## src/rtl/vga_ram_arb.sv

```systemverilog
// vga_ram_arb: glyph RAM arbiter, display reads win, host writes queue in a FIFO and drain in the allowed window
module vga_ram_arb #(
  parameter int AW = 6,
  parameter int DW = 8,
  parameter int DEPTH = 4,
  parameter int VB_ONLY = 1,
  localparam int PW = $clog2(DEPTH),
  localparam int LW = PW + 1
) (
  input  logic          clk,
  input  logic          rst_n,
  input  logic          disp_active,
  input  logic [AW-1:0] disp_addr,
  output logic [DW-1:0] disp_q,
  input  logic          vblank,
  input  logic          wr_valid,
  input  logic [AW-1:0] wr_addr,
  input  logic [DW-1:0] wr_data,
  output logic          wr_ready,
  output logic [LW-1:0] wr_level,
  output logic [7:0]    miss_cnt,
  input  logic          miss_clr,
  output logic [AW-1:0] ram_addr,
  output logic [DW-1:0] ram_d,
  output logic          ram_we,
  input  logic [DW-1:0] ram_q
);
  localparam logic [1:0] IDLE = 2'd0, WAIT = 2'd1, DRAIN = 2'd2;
  logic [1:0]    state, state_nx;
  logic [AW-1:0] addr_mem [DEPTH];
  logic [DW-1:0] data_mem [DEPTH];
  logic [PW-1:0] wptr, rptr;
  logic [LW-1:0] level, level_nx;
  logic          push, grant, window, vblank_d, vb_miss;
  assign wr_ready = level != LW'(DEPTH);
  assign wr_level = level;
  assign push     = wr_valid && wr_ready;
  assign window   = VB_ONLY != 0 ? vblank : 1'b1;
  assign grant    = state == DRAIN && !disp_active && level != '0;
  assign level_nx = level + LW'(push) - LW'(grant);
  assign vb_miss  = VB_ONLY != 0 && vblank_d && !vblank && level_nx != '0;
  assign ram_addr = grant ? addr_mem[rptr] : disp_addr;
  assign ram_d    = data_mem[rptr];
  assign ram_we   = grant;
  assign disp_q   = ram_q;
  // next state: wait for the window, drain while it stays open and entries remain
  always_comb begin
    state_nx = state == IDLE ? (push ? (window ? DRAIN : WAIT) : IDLE)
             : state == WAIT ? (level == '0 ? IDLE : window ? DRAIN : WAIT)
             : (level_nx == '0 ? IDLE : !window ? WAIT : DRAIN);
  end
  // FIFO storage needs no reset; pointers and level define validity
  always_ff @(posedge clk) begin
    if (push) begin
      addr_mem[wptr] <= wr_addr;
      data_mem[wptr] <= wr_data;
    end
  end
  // control state, FIFO pointers, blanking edge detect and miss counter
  always_ff @(posedge clk or negedge rst_n) begin
    if (!rst_n) begin
      state    <= IDLE;
      wptr     <= '0;
      rptr     <= '0;
      level    <= '0;
      vblank_d <= 1'b0;
      miss_cnt <= '0;
    end else begin
      state    <= state_nx;
      wptr     <= push ? wptr + 1'b1 : wptr;
      rptr     <= grant ? rptr + 1'b1 : rptr;
      level    <= level_nx;
      vblank_d <= vblank;
      miss_cnt <= miss_clr ? '0 : (vb_miss && miss_cnt != 8'hFF) ? miss_cnt + 8'd1 : miss_cnt;
    end
  end
endmodule

```

## config.mk

```make
export PLATFORM = sky130hd
export DESIGN_NAME = vga_ram_arb
export DESIGN_NICKNAME = d
export VERILOG_FILES = /design/src/rtl/vga_ram_arb.sv
export SDC_FILE = /design/constraint.sdc
export NUM_CORES = 1
export LEC_CHECK = 0
export BUFFER_PORTS_ARGS = -buffer_cell sky130_fd_sc_hd__buf_2
export CAP_MARGIN = 20
export CORE_MARGIN = 8
export CORE_UTILIZATION = 32
export CTS_CLUSTER_DIAMETER = 100
export DETAILED_ROUTE_END_ITERATION = 10
export PLACE_DENSITY_LB_ADDON = 0.12
export SLEW_MARGIN = 40
export SYNTH_ARGS = -nofsm -noshare
export SYNTH_HDL_FRONTEND = slang
export SYNTH_SLANG_ARGS = --single-unit
```

## constraint.sdc

```tcl
create_clock -name clk -period 3.11 [get_ports clk]
set_input_delay 0.1555 -clock clk [delete_from_list [all_inputs] [get_ports clk]]
set_output_delay 0.1555 -clock clk [all_outputs]
set_load 0.01 [all_outputs]
```

== Word-level counts from Yosys, hierarchy flattened ==
Memories as Yosys holds them, arrays and structs flattened.
Index checks and enable logic that the tools add are counted.

* Bits in latches: 0
* Output and inout port bits: 35
* Logic and storage cells: 42
* Memories kept: 2
* Bits of input ports: 34
* ROM bits: 0
* Bits in writable memories: 56
* Register bits: 18

* Equal/unequal tests: 4
* Multipliers: 0
* Reductions and logical operators: 14
* Add/subtract/negate cells: 5
* Bitwise operators: 0
* $lt $le $gt $ge: 0
* Mux-type cells: 11
* Divide/modulo/power cells: 0
* Shift operators: 0

{| class="wikitable"
|+ Memory list
! name !! words !! width !! read ports !! clocked after memory_dff !! write ports !! line !! RTL
|-
| data_mem || 4 || 8 || 1 || 0 || 1 || 31 || <nowiki>logic [DW-1:0] data_mem [DEPTH];</nowiki>
|-
| addr_mem || 4 || 6 || 1 || 0 || 1 || 30 || <nowiki>logic [AW-1:0] addr_mem [DEPTH];</nowiki>
|}

{| class="wikitable"
|+ Operators with widths
! cell !! count
|-
| $mux 8 || 2
|-
| $mux 2 || 6
|-
| $add 8x1->8 const B || 1
|-
| $ne 8x8->1 const B || 1
|-
| $logic_and 1x1->1 || 6
|-
| $logic_not 3->1 || 2
|-
| $mux 6 || 1
|-
| $reduce_bool 3->1 || 2
|-
| $add 2x1->2 const B || 2
|-
| $add 3x1->3 || 1
|-
| $ne 3x3->1 const B || 1
|-
| $sub 3x1->3 || 1
|-
| $eq 2x1->1 const B || 1
|-
| $eq 2x2->1 const B || 1
|-
| $logic_not 1->1 || 2
|-
| $logic_not 2->1 || 1
|-
| $mux 1 || 2
|-
| $reduce_bool 2->1 || 1
|}

== Logic depth before layout (Yosys ltp) ==
Gate-level depths: netlist (run 1).

* Depth in word-level cells: 9
* Depth in mapped cells: 11
* Mapped depth without buffers: 10

== Worst setup path before layout (run 1) ==
OpenSTA, ideal clock, no wires.

* Path type: flip-flop to flip-flop
* From: register level[1], in the netlist wr_level[1]
* To: register miss_cnt[2]
* Data arrival time: 3020 ps
* Cell stages (with the launch flop): 12
* Data required time: 2985 ps
* Slack: -34 ps
* Cell sequence: dfrtp_1 > or3b_2 > clkbuf_1 > nand2_1 > ha_1 > inv_1 > ha_1 > fa_1 > or2_2 > o211a_1 > nand3_1 > mux2_2

* Longest elaborated chain between the ends: 8

{| class="wikitable"
|+ Ends and longest elaborated chain
! element !! line !! RTL
|-
| start: declaration || 33 || <nowiki>logic [LW-1:0] level, level_nx;</nowiki>
|-
| start signal: assignment || 72 || <nowiki>level <= level_nx;</nowiki>
|-
| $ne 3x3->1 || 35 || <nowiki>assign wr_ready = level != LW'(DEPTH);</nowiki>
|-
| via wr_ready || 19 || <nowiki>output logic wr_ready,</nowiki>
|-
| $logic_and 1x1->1 || 37 || <nowiki>assign push = wr_valid && wr_ready;</nowiki>
|-
| $add 3x1->3 || 40 || <nowiki>assign level_nx = level + LW'(push) - LW'(grant);</nowiki>
|-
| $sub 3x1->3 || 40 ||
|-
| via level_nx[1] || 33 ||
|-
| $reduce_bool 3->1 || 41 || <nowiki>assign vb_miss = VB_ONLY != 0 && vblank_d && !vblank && level_nx != '0;</nowiki>
|-
| $logic_and 1x1->1 || 41 ||
|-
| $logic_and 1x1->1 || 74 || <nowiki>miss_cnt <= miss_clr ? '0 : (vb_miss && miss_cnt != 8'hFF) ? miss_cnt + 8'd1 : miss_cnt;</nowiki>
|-
| $reduce_bool 2->1 (no source line) || -- ||
|-
| end signal: assignment || 74 ||
|-
| end: declaration || 21 || <nowiki>output logic [7:0] miss_cnt,</nowiki>
|}

The timed path passes the listed nets, and every way through them passes these cells.
A chain may end at the register's enable or synchronous reset.

== Final worst setup path (run 1) ==
* From: register level[1], in the netlist wr_level[1]
* To: register miss_cnt[3]

* Longest elaborated chain between the ends: 8

{| class="wikitable"
|+ Ends and longest elaborated chain
! element !! line
|-
| $ne 3x3->1 || 35
|-
| $logic_and 1x1->1 || 37
|-
| $add 3x1->3 || 40
|-
| $sub 3x1->3 * || 40
|-
| via level_nx[2] || 33
|-
| $reduce_bool 3->1 * || 41
|-
| $logic_and 1x1->1 * || 41
|-
| $logic_and 1x1->1 * || 74
|-
| $reduce_bool 2->1 (no source line) * || --
|}

Mark *: on every way through the listed nets, which the timed path passes. The rest lies on a longest branch.

==> reports/metrics.yaml, run 1 <==
hold_path:
  hp-class: "input pin to flop"
synth:
  synth.most_common_cell: "edfxtp_1"
  syn_avg_cell_area_sq_um: 17.5
  syn-cell-area_sq_um: 3180
  synthCells: 182
  synth_cell_types: 36
  synth_nets: 224
  postSynth.asyncResetShare_pct: 24.3
  yosys_warnings: 0
  synth_edf_count: 56
  ys.flop_type: "edfxtp_1"
  ys_ff_latch: 74
  ys_seq_area_share_pct: 67.0
  synthTopCellsByCount: "56 x edfxtp_1, 18 x dfrtp_1, 14 x mux4_2"
  yosysTopAreaCellShare_pct: 52.9
  yosys.area.top_type: "edfxtp_1"
  synthTopCellsByArea: "edfxtp_1 53%, dfrtp_1 14%, mux4_2 9.9%"
floorplanning:
  rows: 36
  dieArea_sq_um: 13400
  start_util_pct: 32.7
  die_w_microns: 116
  fp.dieH_microns: 116
  core-area_sq_um: 9730
  boundaryPins: 69
routing:
  drt-initial-drc-count: 80
  ant_nets: 0
  vias: 1730
  firstDrtPassIters: 3
  routed_wl_mm: 6.17
  post-route-drc-count: 0
  vias_per_cell: 4.55
  wl_per_cell_microns: 16.2
job:
  cap_viol_max_count: 0
setup_path:
  crit_path_end_kind: "flop"
  arrival_ns: 3.17
  crit_path_start_kind: "flop"
  cp_cell_sequence: "nor3_1, buf_4, nor4b_4, ha_1, inv_1, ha_1, fa_1, xnor3_2, o211ai_4, buf_4, or4_1, a21oi_1"
  path_class: "flop to flop"
  cp.required_ns: 3.38
  cp_max_fo: 5
  cpPeakStageDelay_ns: 0.43
  slowest_stage: "dfrtp_1"
run_status:
  outcome: "complete, no violations"
sta:
  period_minus_slack_ns: 2.90
  fin_tns_setup_ns: 0
  fin_crit_sh_pct: 93.1
  skew_ns: 0.0137
  hold_viol: 0
  relSlewSlack_pct: 50.6
  tightest_slew_ns: 0.742
  setup_viol: 0
  drv_slew: 0
  grt_setup_unrepaired: "no"
  fmax_mhz: 345
  worst_slack_ns: 0.213
global_route:
  gr-usage-all-layers_pct: 9.93
  grt_pass1_vias: 1864
  grt_pass1_wl_mm: 9.83
  antenna_found_initial: 0
  grt_max_degree: 19
  grt.overflow.total: 0
placed_design:
  place_ws_ns: 0.0784
  hpwlAfterDp_mm: 4.20
  place_congestion: 0.721
  io_buffer_count: 52
power_and_ir_drop:
  p_per_area_nw_per_um2: 837
  leakagePower_nw: 1.49
  ir_drop_v: 0.000400
layout:
  drive_gt1_share_pct: 45.3
  fillCellCount: 952
  antennaDiodeCount: 0
  final_nets: 284
  area_growth_pct: 20.5
clock_tree:
  cts_sinks: 74
  clkTransAtPathRegs_ns: 0.09
  cts_buffer_depth: 2
  clock_latency_ns: 0.35
  cts_root_buf: "clkbuf_8"
  htreeDepth: 3
  cts_tree: "done"
  cts_buffers: 9
## cell type report
class / count / area (sq um) / share of cell area (%)
Clock buffer: 9 / 124 / 3.23
Sequential cell: 74 / 2130 / 55.6
Clock inverter: 7 / 82.6 / 2.15
Inverter: 6 / 22.5 / 0.587
Timing Repair Buffer: 63 / 350 / 9.14
Multi-Input combinational cell: 88 / 956 / 24.9
Tap cell: 133 / 166 / 4.34
## power by group
group          total (W)  switching, W  leakage, nW  internal [W]
registers        0.00146      0.000168        0.743       0.00129
clock network   0.000777      0.000393       0.0988      0.000385
logic           0.000972      0.000460        0.650      0.000512
## metal layers
metal	vias to the layer above	global-route usage [%]	wire length, microns
li1	810	-	-
met1	858	11.6	2810
met2	49	15.5	2860
met3	13	4.85	435
met4	0	3.63	70
met5	-	0	0
## cells in the final DEF (no fill, tap or decap), types with 4 or more instances in the layout
cell type	count
a21oi_1	4
and3_1	6
buf_2	52
buf_4	8
clkbuf_8	9
dfrtp_1	18
edfxtp_1	56
ha_1	7
inv_1	6
mux2_2	9
mux4_2	14
nand3_1	8
nor2_1	6
nor2b_1	4
## final timing paths
| check | slack, ns | depth (start not counted) | end | start |
|---|---|---|---|---|
| max | 0.21 | 12 | miss_cnt[3]$_DFFE_PN0P_ | wr_level[1]$_DFF_PN0_ |
| min | 0.02 | 1 | data_mem[0][4]$_DFFE_PP_ | wr_data[4] |
| max reg2reg | 0.21 | 12 | miss_cnt[3]$_DFFE_PN0P_ | wr_level[1]$_DFF_PN0_ |
| min reg2reg | 0.54 | 1 | wptr[0]$_DFFE_PN0P_ | wptr[0]$_DFFE_PN0P_ |
| max in group asynchronous | 2.53 | 2 | state[1]$_DFF_PN0_ | rst_n |
| min in group asynchronous | 0.28 | 2 | miss_cnt[6]$_DFFE_PN0P_ | rst_n |
## sequential cells by signal (all words and copies together), names as in the netlist
register	count
wptr	2
miss_cnt	8
data_mem	32
vblank_d	1
wr_level	3
addr_mem	24
state	2
rptr	2
## critical path, delay by kind of cell, from the launching register on
kind	cells	cell delay, ns
fa+ha+maj	3	0.83
compound gates	2	0.25
xor+xnor	1	0.30
flops	1	0.43
simple gates	3	0.67
buf+inv	3	0.36
## through the flow
stage	util, %	std cells	hold WS (ns)	instance area (sq um)	total power, W
after floorplan	-	182	-0.140	3190	0.00211
after global placement	36.6	358	0.126	3560	0.00245
after detailed placement	36.6	358	0.128	3560	0.00246
after CTS	38.9	376	0.000643	3790	0.00325
after global routing	39.4	380	0.000709	3830	0.00344
final	39.4	380	0.0241	3830	0.00321
## repair_timing
action,CTS,global route
endpoints found under the hold margin,20,4
gates resized for setup,0,3
setup endpoints to repair,0,7
setup buffers,0,3
hold buffers,2,1
## cell families after synthesis
group / count (synthesis) / synth area share [%]
xor+xnor: 4 / 1.57
simple gates: 39 / 7.75
fa+ha+maj: 8 / 3.38
mux: 25 / 14.0
compound gates: 12 / 2.83
flops: 74 / 67.0
buf+inv: 20 / 3.42
(Power assumes the default switching activity.)
==> inputs of run 2 (changes only) <==
--- a/config.mk
+++ b/config.mk
@@ -8,7 +8,7 @@
 export BUFFER_PORTS_ARGS = -buffer_cell sky130_fd_sc_hd__buf_2
 export CAP_MARGIN = 20
 export CORE_MARGIN = 8
-export CORE_UTILIZATION = 32
+export CORE_UTILIZATION = 54
 export CTS_CLUSTER_DIAMETER = 100
 export DETAILED_ROUTE_END_ITERATION = 10
 export PLACE_DENSITY_LB_ADDON = 0.12
==> constraint.sdc (replaced) <==
create_clock -name clk -period 3 [get_ports clk]
set_input_delay 0.15 -clock clk [delete_from_list [all_inputs] [get_ports clk]]
set_output_delay 0.15 -clock clk [all_outputs]
set_load 0.01 [all_outputs]
==> reports/metrics.yaml, run 2 (synthesis results as in run 1) <==
routing:
  routed_wl_mm: 5.92
  drt-initial-drc-count: 100
  vias_per_cell: 5.50
  vias: 1771
  wl_per_cell_microns: 18.4
  firstDrtPassIters: 4
  post-route-drc-count: 0
  ant_nets: 0
sta:
  hold_viol: 0
  relSlewSlack_pct: 49.9
  fmax_mhz: 347
  drv_slew: 0
  skew_ns: 0.00476
  period_minus_slack_ns: 2.88
  hold_slack_ns: 0.0320
  setup_viol: 0
  fin_crit_sh_pct: 96.1
  fin_tns_setup_ns: 0
  tightest_slew_ns: 0.752
layout:
  top_register: "data_mem"
  final_nets: 284
  reg.largest.list: "data_mem: 32 flops, addr_mem: 24 flops, miss_cnt: 8 flops"
  area_growth_pct: 20.2
  drive_gt1_share_pct: 45.3
  largest_register_ffs: 32
  fin_cells: 322
  final_common_cell: "edfxtp_1"
  antennaDiodeCount: 0
  final_cell_mix: "56 x edfxtp_1, 52 x buf_2, 18 x dfrtp_1"
clock_tree:
  htreeDepth: 3
  cts_root_buf: "clkbuf_8"
  cts_buffer_depth: 2
  clock_latency_ns: 0.33
  cts_buffers: 9
  cts_sinks: 74
  cts_tree: "done"
  clkTransAtPathRegs_ns: 0.07
setup_path:
  reg2reg_to: "miss_cnt[4]$_DFFE_PN0P_"
  cp.required_ns: 3.22
  reg2reg_depth: 11
  crit_end: "miss_cnt[4]$_DFFE_PN0P_"
  crit_path_end_kind: "flop"
  crit_family: "adder cells"
  arrival_ns: 3.10
  crit_path_start_kind: "flop"
  cp_max_fo: 4
  r2r_start: "wr_level[1]$_DFF_PN0_"
  slowest_stage: "fa_1"
  startpoint: "wr_level[1]$_DFF_PN0_"
  path_class: "flop to flop"
  regToRegSetupSlack_ns: 0.12
  cp_cell_sequence: "buf_4, nor3_2, nor4b_4, ha_1, inv_1, ha_1, fa_1, or2_4, o211a_1, nand3_1, mux2_2"
  critPathBufInv: 2
  cp_num_cells: 11
  cpPeakStageDelay_ns: 0.47
  cpMostUsedCell: "ha_1"
power_and_ir_drop:
  seqPwrFrac_pct: 42.4
  comb_power_share_pct: 29.9
  switching_power_w: 0.00103
  pwr-share-clk_pct: 27.7
  leakagePower_nw: 1.52
  netSwitchingFraction_pct: 28.9
  ir_drop_v: 0.000814
  total_power_w: 0.00356
  p_per_area_nw_per_um2: 930
  internal_power_w: 0.00253
placed_design:
  dp_cells: 299
  place_congestion: 0.759
  io_buffer_count: 52
  hpwlAfterDp_mm: 4.06
floorplanning:
  boundaryPins: 69
  start_util_pct: 54.7
  dieArea_sq_um: 8600
  die_w_microns: 92.8
  rows: 28
  fp.dieH_microns: 92.8
  core-area_sq_um: 5820
run_status:
  outcome: "complete, no violations"
global_route:
  grt.overflow.total: 0
  grt_pass1_vias: 1844
  gr-usage-all-layers_pct: 14.0
  grt_max_degree: 19
  antenna_found_initial: 1
  grt_pass1_wl_mm: 9.19
hold_path:
  hp-class: "input pin to flop"
  hold_start: "wr_data[2]"
job:
  cap_viol_max_count: 0
-- run 2: changes by cell type in the layout (fill, tap and decap cells not counted) --
cell	change
clkinv_4	+1
clkinv_2	+1
o211ai_2	+1
inv_8	-1
and3_2	-2
inv_6	-3
clkinvlp_4	-1
nor3_1	-1
dlygate4sd3_1	-1
nor3_2	+1
bufinv_16	+3
and3_1	+2
-- run 2: what timing repair did --
action	4_1_cts	5_1_grt
setup endpoints to repair	0	8
endpoints found under the hold margin	20	0
hold buffers	2	0
setup buffers	0	4
resized for setup	0	2
-- run 2: worst min path at each step --
stage	depth (start not counted)	to	slack, ns
floorplan	0	miss_cnt[0]$_DFFE_PN0P_	-0.15
global placement	1	miss_cnt[6]$_DFFE_PN0P_	0.10
detailed placement	1	miss_cnt[6]$_DFFE_PN0P_	0.11
CTS	1	data_mem[0][2]$_DFFE_PP_	0.01
global route	1	data_mem[1][6]$_DFFE_PP_	0.02
finish	1	data_mem[3][2]$_DFFE_PP_	0.03
-- run 2: area by class of cell --
| type | count | area (sq um) |
|---|---|---|
| inverter | 6 | 22.5 |
| clock buffer | 9 | 124 |
| timing repair buffer | 62 | 340 |
| multi-input combinational | 89 | 971 |
| clock inverter | 7 | 141 |
| sequential | 74 | 2130 |
| fill | 413 | 1990 |
| tap | 75 | 93.8 |
-- run 2: per-layer routing --
| layer | wire length [microns] | share of wire [%] | up-vias | global-route usage (%) |
|---|---|---|---|---|
| li1 | - | - | 815 | - |
| met1 | 2250 | 38 | 891 | 15.1 |
| met2 | 3150 | 53 | 54 | 23.8 |
| met3 | 465 | 7.9 | 9 | 4.77 |
| met4 | 49 | 0.83 | 2 | 6.98 |
| met5 | 8 | 0.14 | - | 0 |
-- run 2: through the flow --
stage               utilization (%)  instance area [sq um]  worst slack, ns
floorplan                         -                   3190          -0.0329
global placement               60.0                   3490            0.148
detailed placement             60.0                   3490          0.00878
CTS                            64.9                   3770          0.00486
global route                   65.8                   3820         -0.00792
finish                         65.8                   3820            0.118
-- run 2: power groups by stage --
| stage | clock (W) | combinational (W) | sequential (W) |
|---|---|---|---|
| after floorplan | 0 | 0.000747 | 0.00145 |
| after global placement | 0 | 0.000970 | 0.00152 |
| after detailed placement | 0 | 0.000997 | 0.00154 |
| after CTS | 0.00101 | 0.00101 | 0.00151 |
| after global routing | 0.00106 | 0.00115 | 0.00154 |
| final | 0.000987 | 0.00106 | 0.00151 |
